--- src/rtl/maze_walker.sv ---
// rtl/maze_walker.sv - one-actor grid walker reading maze rows from a 32x32 map ROM
// Optional edge wrap-around enabled by defining MAZE_WALKER_WRAP_EN.
module maze_walker #(
    parameter logic [4:0] START_X   = 5'd13,
    parameter logic [4:0] START_Y   = 5'd24,
    parameter logic [1:0] START_DIR = 2'd2
) (
    input  logic        clk,
    input  logic        reset_n,
    input  logic        tick,
    input  logic        dir_valid,
    input  logic [1:0]  dir_req,
    output logic [4:0]  row_addr,
    input  logic [31:0] row_bits,
    output logic [4:0]  pos_x,
    output logic [4:0]  pos_y,
    output logic [1:0]  dir,
    output logic        busy,
    output logic        blocked
);

    localparam logic [2:0] S_IDLE    = 3'd0;
    localparam logic [2:0] S_FETCH_P = 3'd1;
    localparam logic [2:0] S_CHECK_P = 3'd2;
    localparam logic [2:0] S_FETCH_C = 3'd3;
    localparam logic [2:0] S_CHECK_C = 3'd4;

    localparam logic [1:0] D_RIGHT = 2'd0;
    localparam logic [1:0] D_DOWN  = 2'd1;
    localparam logic [1:0] D_LEFT  = 2'd2;
    localparam logic [1:0] D_UP    = 2'd3;

    logic [2:0] state_q, state_d;
    logic [4:0] pos_x_q, pos_x_d;
    logic [4:0] pos_y_q, pos_y_d;
    logic [1:0] dir_q, dir_d;
    logic [1:0] pend_q, pend_d;
    logic [1:0] mdir_q, mdir_d;
    logic       blocked_q, blocked_d;

    logic [1:0] eval_dir;
    logic [4:0] tgt_x;
    logic [4:0] tgt_y;
    logic [4:0] bit_idx;
    logic       off_grid;
    logic       cell_wall;

    // The fallback states evaluate the current heading; the first pass uses the
    // direction latched when the tick was accepted.
    always_comb begin
        eval_dir = ((state_q == S_FETCH_C) || (state_q == S_CHECK_C)) ? dir_q : mdir_q;
        tgt_x    = pos_x_q;
        tgt_y    = pos_y_q;
        case (eval_dir)
            D_RIGHT: tgt_x = pos_x_q + 5'd1;
            D_DOWN:  tgt_y = pos_y_q + 5'd1;
            D_LEFT:  tgt_x = pos_x_q - 5'd1;
            default: tgt_y = pos_y_q - 5'd1;
        endcase
    end

`ifdef MAZE_WALKER_WRAP_EN
    assign off_grid = 1'b0;
`else
    assign off_grid = ((eval_dir == D_RIGHT) && (pos_x_q == 5'd31)) ||
                      ((eval_dir == D_DOWN)  && (pos_y_q == 5'd31)) ||
                      ((eval_dir == D_LEFT)  && (pos_x_q == 5'd0))  ||
                      ((eval_dir == D_UP)    && (pos_y_q == 5'd0));
`endif

    assign bit_idx   = 5'd31 - tgt_x;
    assign cell_wall = off_grid | row_bits[bit_idx];

    always_comb begin
        row_addr = pos_y_q;
        if ((state_q != S_IDLE) && !off_grid) begin
            row_addr = tgt_y;
        end
    end

    always_comb begin
        state_d   = state_q;
        pos_x_d   = pos_x_q;
        pos_y_d   = pos_y_q;
        dir_d     = dir_q;
        mdir_d    = mdir_q;
        blocked_d = 1'b0;
        pend_d    = dir_valid ? dir_req : pend_q;
        case (state_q)
            S_IDLE: begin
                if (tick) begin
                    state_d = S_FETCH_P;
                    mdir_d  = dir_valid ? dir_req : pend_q;
                end
            end
            S_FETCH_P: state_d = S_CHECK_P;
            S_CHECK_P: begin
                if (!cell_wall) begin
                    pos_x_d = tgt_x;
                    pos_y_d = tgt_y;
                    dir_d   = mdir_q;
                    state_d = S_IDLE;
                end else if (mdir_q == dir_q) begin
                    blocked_d = 1'b1;
                    state_d   = S_IDLE;
                end else begin
                    state_d = S_FETCH_C;
                end
            end
            S_FETCH_C: state_d = S_CHECK_C;
            S_CHECK_C: begin
                if (!cell_wall) begin
                    pos_x_d = tgt_x;
                    pos_y_d = tgt_y;
                end else begin
                    blocked_d = 1'b1;
                end
                state_d = S_IDLE;
            end
            default: state_d = S_IDLE;
        endcase
    end

    always_ff @(posedge clk) begin
        if (!reset_n) begin
            state_q   <= S_IDLE;
            pos_x_q   <= START_X;
            pos_y_q   <= START_Y;
            dir_q     <= START_DIR;
            pend_q    <= START_DIR;
            mdir_q    <= START_DIR;
            blocked_q <= 1'b0;
        end else begin
            state_q   <= state_d;
            pos_x_q   <= pos_x_d;
            pos_y_q   <= pos_y_d;
            dir_q     <= dir_d;
            pend_q    <= pend_d;
            mdir_q    <= mdir_d;
            blocked_q <= blocked_d;
        end
    end

    assign pos_x   = pos_x_q;
    assign pos_y   = pos_y_q;
    assign dir     = dir_q;
    assign busy    = (state_q != S_IDLE);
    assign blocked = blocked_q;

endmodule

--- config.mk ---
export PLATFORM = sky130hd
export DESIGN_NAME = maze_walker
export DESIGN_NICKNAME = d
export VERILOG_FILES = /design/src/rtl/maze_walker.sv
export SDC_FILE = /design/constraint.sdc
export NUM_CORES = 1
export LEC_CHECK = 0
export CAP_MARGIN = 20
export CORE_MARGIN = 2
export CORE_UTILIZATION = 54
export DETAILED_ROUTE_END_ITERATION = 10
export PLACE_DENSITY = 0.84
export SKIP_CTS_REPAIR_TIMING = 1
export SYNTH_ARGS = -nofsm -noshare
export SYNTH_HDL_FRONTEND = slang
export SYNTH_SLANG_ARGS = --single-unit
--- constraint.sdc ---
create_clock -name clk -period 12.4 [get_ports clk]
set_input_delay 3.1 -clock clk [delete_from_list [all_inputs] [get_ports clk]]
set_output_delay 3.1 -clock clk [all_outputs]
set_load 0.005 [all_outputs]
==> results of run 1 <==
[critical path, cell delays in order, from the launching register on]
cell	delay (ps)
dfxtp_1	610
and2b_1	310
a21oi_1	340
nand2_2	280
nand3_1	260
ha_1	300
a21o_1	190
a21oi_1	180
xnor2_1	140
nand2_1	100
nor2_1	130
xor2_1	160
clkdlybuf4s50_1	520
[sequential cells by signal, summed over array words and instances, names as in the netlist]
name and flops:
state_q 3, blocked 1, mdir_q 2, pos_x 5
pos_y 5, pend_q 2, dir 2
[path summary, 6_finish.rpt]
path | endpoint | slack [ps] | depth (start not counted)
max reg2reg | pos_x[2]$_SDFFE_PN1P_ | 6920 | 14
min | pend_q[1]$_SDFF_PN1_ | 490 | 2
max | row_addr[4] | 5510 | 12
min reg2reg | pend_q[1]$_SDFF_PN1_ | 490 | 2
[area by class of cell]
cell class / instances / share of cell area
sequential: 20 / 0.144
timing repair buffer: 57 / 0.204
clock inverter: 1 / 0.0108
multi-input combinational: 198 / 0.601
clock buffer: 3 / 0.0148
tap: 50 / 0.0224
inverter: 3 / 0.00404
[synth_stat cells, types with 2 or more instances]
library cell and count:
o211ai_1 2, nor3_1 7, a21oi_1 8, or3_1 2
o22ai_1 2, nand2b_1 4, buf_6 2, and4_1 2
and4b_1 3, a31oi_1 2, nor2b_1 2, mux2_2 8
a32o_1 2, ha_1 4, xnor2_1 8, a21boi_1 2
nor2_1 5, o31ai_1 4, mux4_2 15, clkbuf_1 8
a21o_1 5, nand2_1 29, buf_2 8, xor2_1 4
nor4_1 2, a21oi_2 2, nor3b_1 2, or4_1 5
and3_1 3, mux2i_1 11, o21ai_1 3, nand3_1 16
o311ai_1 2, dfxtp_1 20, inv_1 3, o21ai_0 6
nor3b_2 2
[per-layer routing]
layer | global-route usage | part of all wire
met5 | 0 | 0
met4 | 0.0842 | 0.012
met3 | 0.0383 | 0.044
met2 | 0.471 | 0.53
met1 | 0.317 | 0.42
[cell families (layout without fill, tap and decap cells)]
logic type	Yosys count	count (layout)	share of synthesized area
fa+ha+maj	5	5	0.0320
buf+inv	23	64	0.0515
xor+xnor	12	12	0.0481
mux	35	35	0.251
simple gates	96	96	0.258
flops	20	20	0.183
compound gates	50	50	0.176
[power by group]
| group | total (uW) | switching (uW) | internal, uW |
|---|---|---|---|
| clock | 65.9 | 22.8 | 43.1 |
| combinational | 101 | 51.3 | 49.3 |
| sequential | 71.6 | 5.11 | 66.5 |
| total | 238 | 79.2 | 159 |
[stage by stage]
step / instances / worst slack, ps / hold slack, ps
global route: 332 / 5250 / 510
finish: 332 / 5510 / 495
global placement: 328 / 5950 / 463
floorplan: 241 / 6500 / 438
CTS: 332 / 5540 / 494
detailed placement: 328 / 5840 / 475
==> flow_summary_export.csv, run 1 <==
group,metric,value,unit
drt,drc,0,
clocking,clock_latency,260,ps
timing,layout_min_cycle_time,6890,ps
yosys,synthTopCellsByArea,"dfxtp_1 18%, mux4_2 15%, mux2i_1 5.0%",
finish,diodes,0,
clocking,cts_max_path_buffers,2,
place,dp_hpwl,4280,um
status,status,"completed",
timing,rsz0062_at_grt,"no",
floorplan,die_x,67.6,um
timing,finalSetupTns,0,ps
global_routing,globalRoute.totalOverflow,0,
drt,ant_nets,0,
drt,viasPerCell,6.40,
finish,final_util,0.707,
finish,fin_area,2790,um^2
critical_path,criticalPathCategory,"flop to primary output",
yosys,synth_fp_nets,284,
global_routing,grt_pass1_wl,9310,um
place,dpl_cell_area,2720,um^2
global_routing,antenna_found_initial,0,
clocking,cts_root_buf,"clkbuf_8",
critical_path,setup.worst_path.start,"state_q[0]$_SDFFE_PN0P_",
timing,tightestPinTransition,908,ps
yosys,yosysTopAreaCell,"dfxtp_1",
yosys,yosys_warnings,0,
yosys,synth-seq-area-share,0.183,
timing,hold_violations,0,
finish,drive_gt1_frac,0.152,
timing,clock_skew,2.33,ps
critical_path,r2r-start,"state_q[0]$_SDFFE_PN0P_",
timing,slew_headroom,0.394,
min_path,worstHoldStart,"pend_q[1]$_SDFF_PN1_",
yosys,synth_edf_count,0,
yosys,synth.distinct_cells,63,
finish,final_nets,326,
yosys,avgSynthCellArea,9.08,um^2
power,leakagePower,0.00104,uW
global_routing,grt_max_degree,27,
critical_path,start_kind,"flop",
clocking,cts_made_buffers,3,
finish,seq_area,400,um^2
drt,drtPass1Iterations,4,
finish,layout_commonest_cell,"clkdlybuf4s50_1",
finish,multi_input_area,1670,um^2
floorplan,io_pins,57,
clocking,tritoncts,"done",
critical_path,critPathRequiredTime,9300,ps
power,p_per_area,85.4,nW/um^2
global_routing,grt_pass1_vias,2087,
yosys,synthFlopType,"dfxtp_1",
floorplan,die-area,4580,um^2
place,portBuffers,56,
timing,slew_viol_final,0,
place,gp_congestion,0.920,
yosys,synth_area,2190,um^2
timing,finalSetupViolCount,0,
yosys,synth_seq_cells,20,
floorplan,row_count,23,
critical_path,crit_fanout,15,
job,maxCapViolations,0,
drt,drt-wirelength-per-cell,16.6,um
drt,drt-total-wl,5520,um
finish,final_cell_mix,"56 x clkdlybuf4s50_1, 29 x nand2_1, 20 x dfxtp_1",
power,ir_drop,0.0000570,V
floorplan,core_area,3940,um^2
timing,period_share,0.556,
finish,area_growth,27.5,%
finish,n_fill_cell,310,
clocking,clk_pin_slew_worst_paths,80,ps
min_path,hp-class,"flop to flop",
floorplan,die_h,67.6,um
critical_path,setup.worst_path.end_class,"primary output",
clocking,clock_sinks,20,
global_routing,grt_usage,0.261,
yosys,async_flop_share,0,
timing,max_freq,145,MHz
clocking,cts_max_level,1,
yosys,synth_top_area_frac,0.183,
critical_path,cp_data_arrival_time,3790,ps
floorplan,start_util,0.555,
yosys,netlist_instances,241,
drt,via_count,2126,
power,total_power,238,uW
drt,drtIter0Drc,105,
Note: power is estimated with default switching activity, not from simulation.
==> run 2: changes to the inputs <==
CORE_UTILIZATION = 45   (was 54)
PLACE_DENSITY = 0.75   (was 0.84)
clock period = 5.8 ns   (was 12.4 ns; I/O delays follow)
==> run 2 against run 1 <==
Compared with the run above:
- power increased by 110%
- sequential cell count unchanged
- final cell count increased by 1.5%
- clock power increased by 110%
- via count decreased by 3.4%
- utilization decreased by 11 points
- design area increased by 0.45%
- worst setup slack got worse by 4900 ps
- die area increased by 19%
- global-route usage decreased by 5.1 points
- first-iteration DRC count decreased by 23%
- largest cell class unchanged
==> flow_summary_export.csv, run 2 (synthesis gave the netlist of run 1 again) <==
group,metric,value,unit
status,status,"completed",
finish,final_nets,327,
global_routing,grt_pass1_vias,1997,
critical_path,setup.worst_path.end_class,"primary output",
power,leakagePower,0.00105,uW
place,portBuffers,56,
drt,viasPerCell,6.09,
critical_path,criticalPathCategory,"flop to primary output",
clocking,clock_sinks,20,
finish,fin_cells,337,
timing,rsz0062_at_grt,"no",
critical_path,cp_data_arrival_time,3760,ps
global_routing,grt_pass1_wl,9090,um
job,maxCapViolations,0,
finish,n_fill_cell,417,
timing,finalSetupTns,0,ps
drt,ant_nets,0,
power,total_power,507,uW
floorplan,die_h,73.7,um
floorplan,start_util,0.466,
global_routing,globalRoute.totalOverflow,0,
timing,finalSetupViolCount,0,
timing,tightestPinTransition,1040,ps
clocking,clk_pin_slew_worst_paths,80,ps
clocking,cts_max_path_buffers,2,
timing,hold_violations,0,
critical_path,regToRegSetupSlack,700,ps
clocking,clock_latency,260,ps
finish,layout_commonest_cell,"clkdlybuf4s50_1",
floorplan,core_area,4690,um^2
floorplan,row_count,25,
drt,via_count,2054,
timing,period_share,0.899,
drt,drtPass1Iterations,4,
global_routing,grt_max_degree,27,
power,ir_drop,0.0000720,V
clocking,cts_made_buffers,3,
floorplan,io_pins,57,
place,dp.cells,333,
place,gp_congestion,0.884,
clocking,cts_max_level,1,
critical_path,start_kind,"flop",
power,p_per_area,181,nW/um^2
critical_path,critPathRequiredTime,4350,ps
clocking,tritoncts,"done",
drt,drtIter0Drc,81,
timing,slew_headroom,0.304,
min_path,hp-class,"flop to flop",
drt,drt-wirelength-per-cell,16.2,um
timing,slew_viol_final,0,
floorplan,die_x,73.7,um
place,dp_hpwl,4100,um
floorplan,die-area,5430,um^2
finish,final_util,0.597,
finish,final_cell_mix,"56 x clkdlybuf4s50_1, 29 x nand2_1, 20 x dfxtp_1",
timing,clock_skew,5.04,ps
drt,drc,0,
global_routing,antenna_found_initial,0,
finish,area_growth,28.0,%
global_routing,grt_usage,0.210,
critical_path,crit_fanout,15,
drt,drt-total-wl,5450,um
timing,max_freq,192,MHz
finish,drive_gt1_frac,0.155,
timing,layout_min_cycle_time,5210,ps
finish,diodes,0,
clocking,cts_root_buf,"clkbuf_8",
run 2: layout make-up:
| type | count | area [um^2] | area share |
|---|---|---|---|
| Clock inverter | 1 | 30.0 | 0.0107 |
| Multi-Input combinational cell | 198 | 1670 | 0.598 |
| Tap cell | 54 | 67.6 | 0.0241 |
| Clock buffer | 3 | 41.3 | 0.0147 |
| Timing Repair Buffer | 58 | 576 | 0.206 |
| Sequential cell | 20 | 400 | 0.143 |
| Inverter | 3 | 11.3 | 0.00402 |
run 2: critical path, cell delays in order (launching register included):
cell and delay, ps:
dfxtp_1 610, nand2b_1 290, a32oi_1 210, nand2_2 300, nand3_1 240, fa_1 470, a21o_1 180, a21oi_1 170
xnor2_1 130, nand2_1 110, nor2_1 140, xor2_1 150, clkdlybuf4s50_1 510
run 2: routing by layer:
layer / wire length, um / global-route usage
met5: 0 / 0
met3: 264 / 0.0398
met4: 37 / 0.0323
met1: 2370 / 0.272
met2: 2770 / 0.369
run 2: per-stage QoR:
stage	hold slack [ps]	setup WS (ps)	instance area [um^2]
3_3_place_gp	466	826	2730
3_5_place_dp	472	736	2730
6_report	485	586	2800
2_1_floorplan	438	1550	2190
5_1_grt	528	243	2800
4_1_cts	498	582	2800
run 2: path summary, 6_finish.rpt:
path                           start  cells past startpoint                     to
max          state_q[0]$_SDFFE_PN0P_                     12            row_addr[4]
min             pend_q[1]$_SDFF_PN1_                      2   pend_q[1]$_SDFF_PN1_
max reg2reg  state_q[0]$_SDFFE_PN0P_                     14  pos_x[2]$_SDFFE_PN1P_
min reg2reg     pend_q[1]$_SDFF_PN1_                      2   pend_q[1]$_SDFF_PN1_
run 2: report_power, final:
part | leakage (uW) | total [uW] | internal (uW) | switching [uW]
Sequential | 0.000163 | 157 | 142 | 14.7
Combinational | 0.000848 | 210 | 106 | 103
Clock | 0.0000357 | 141 | 92.2 | 48.5
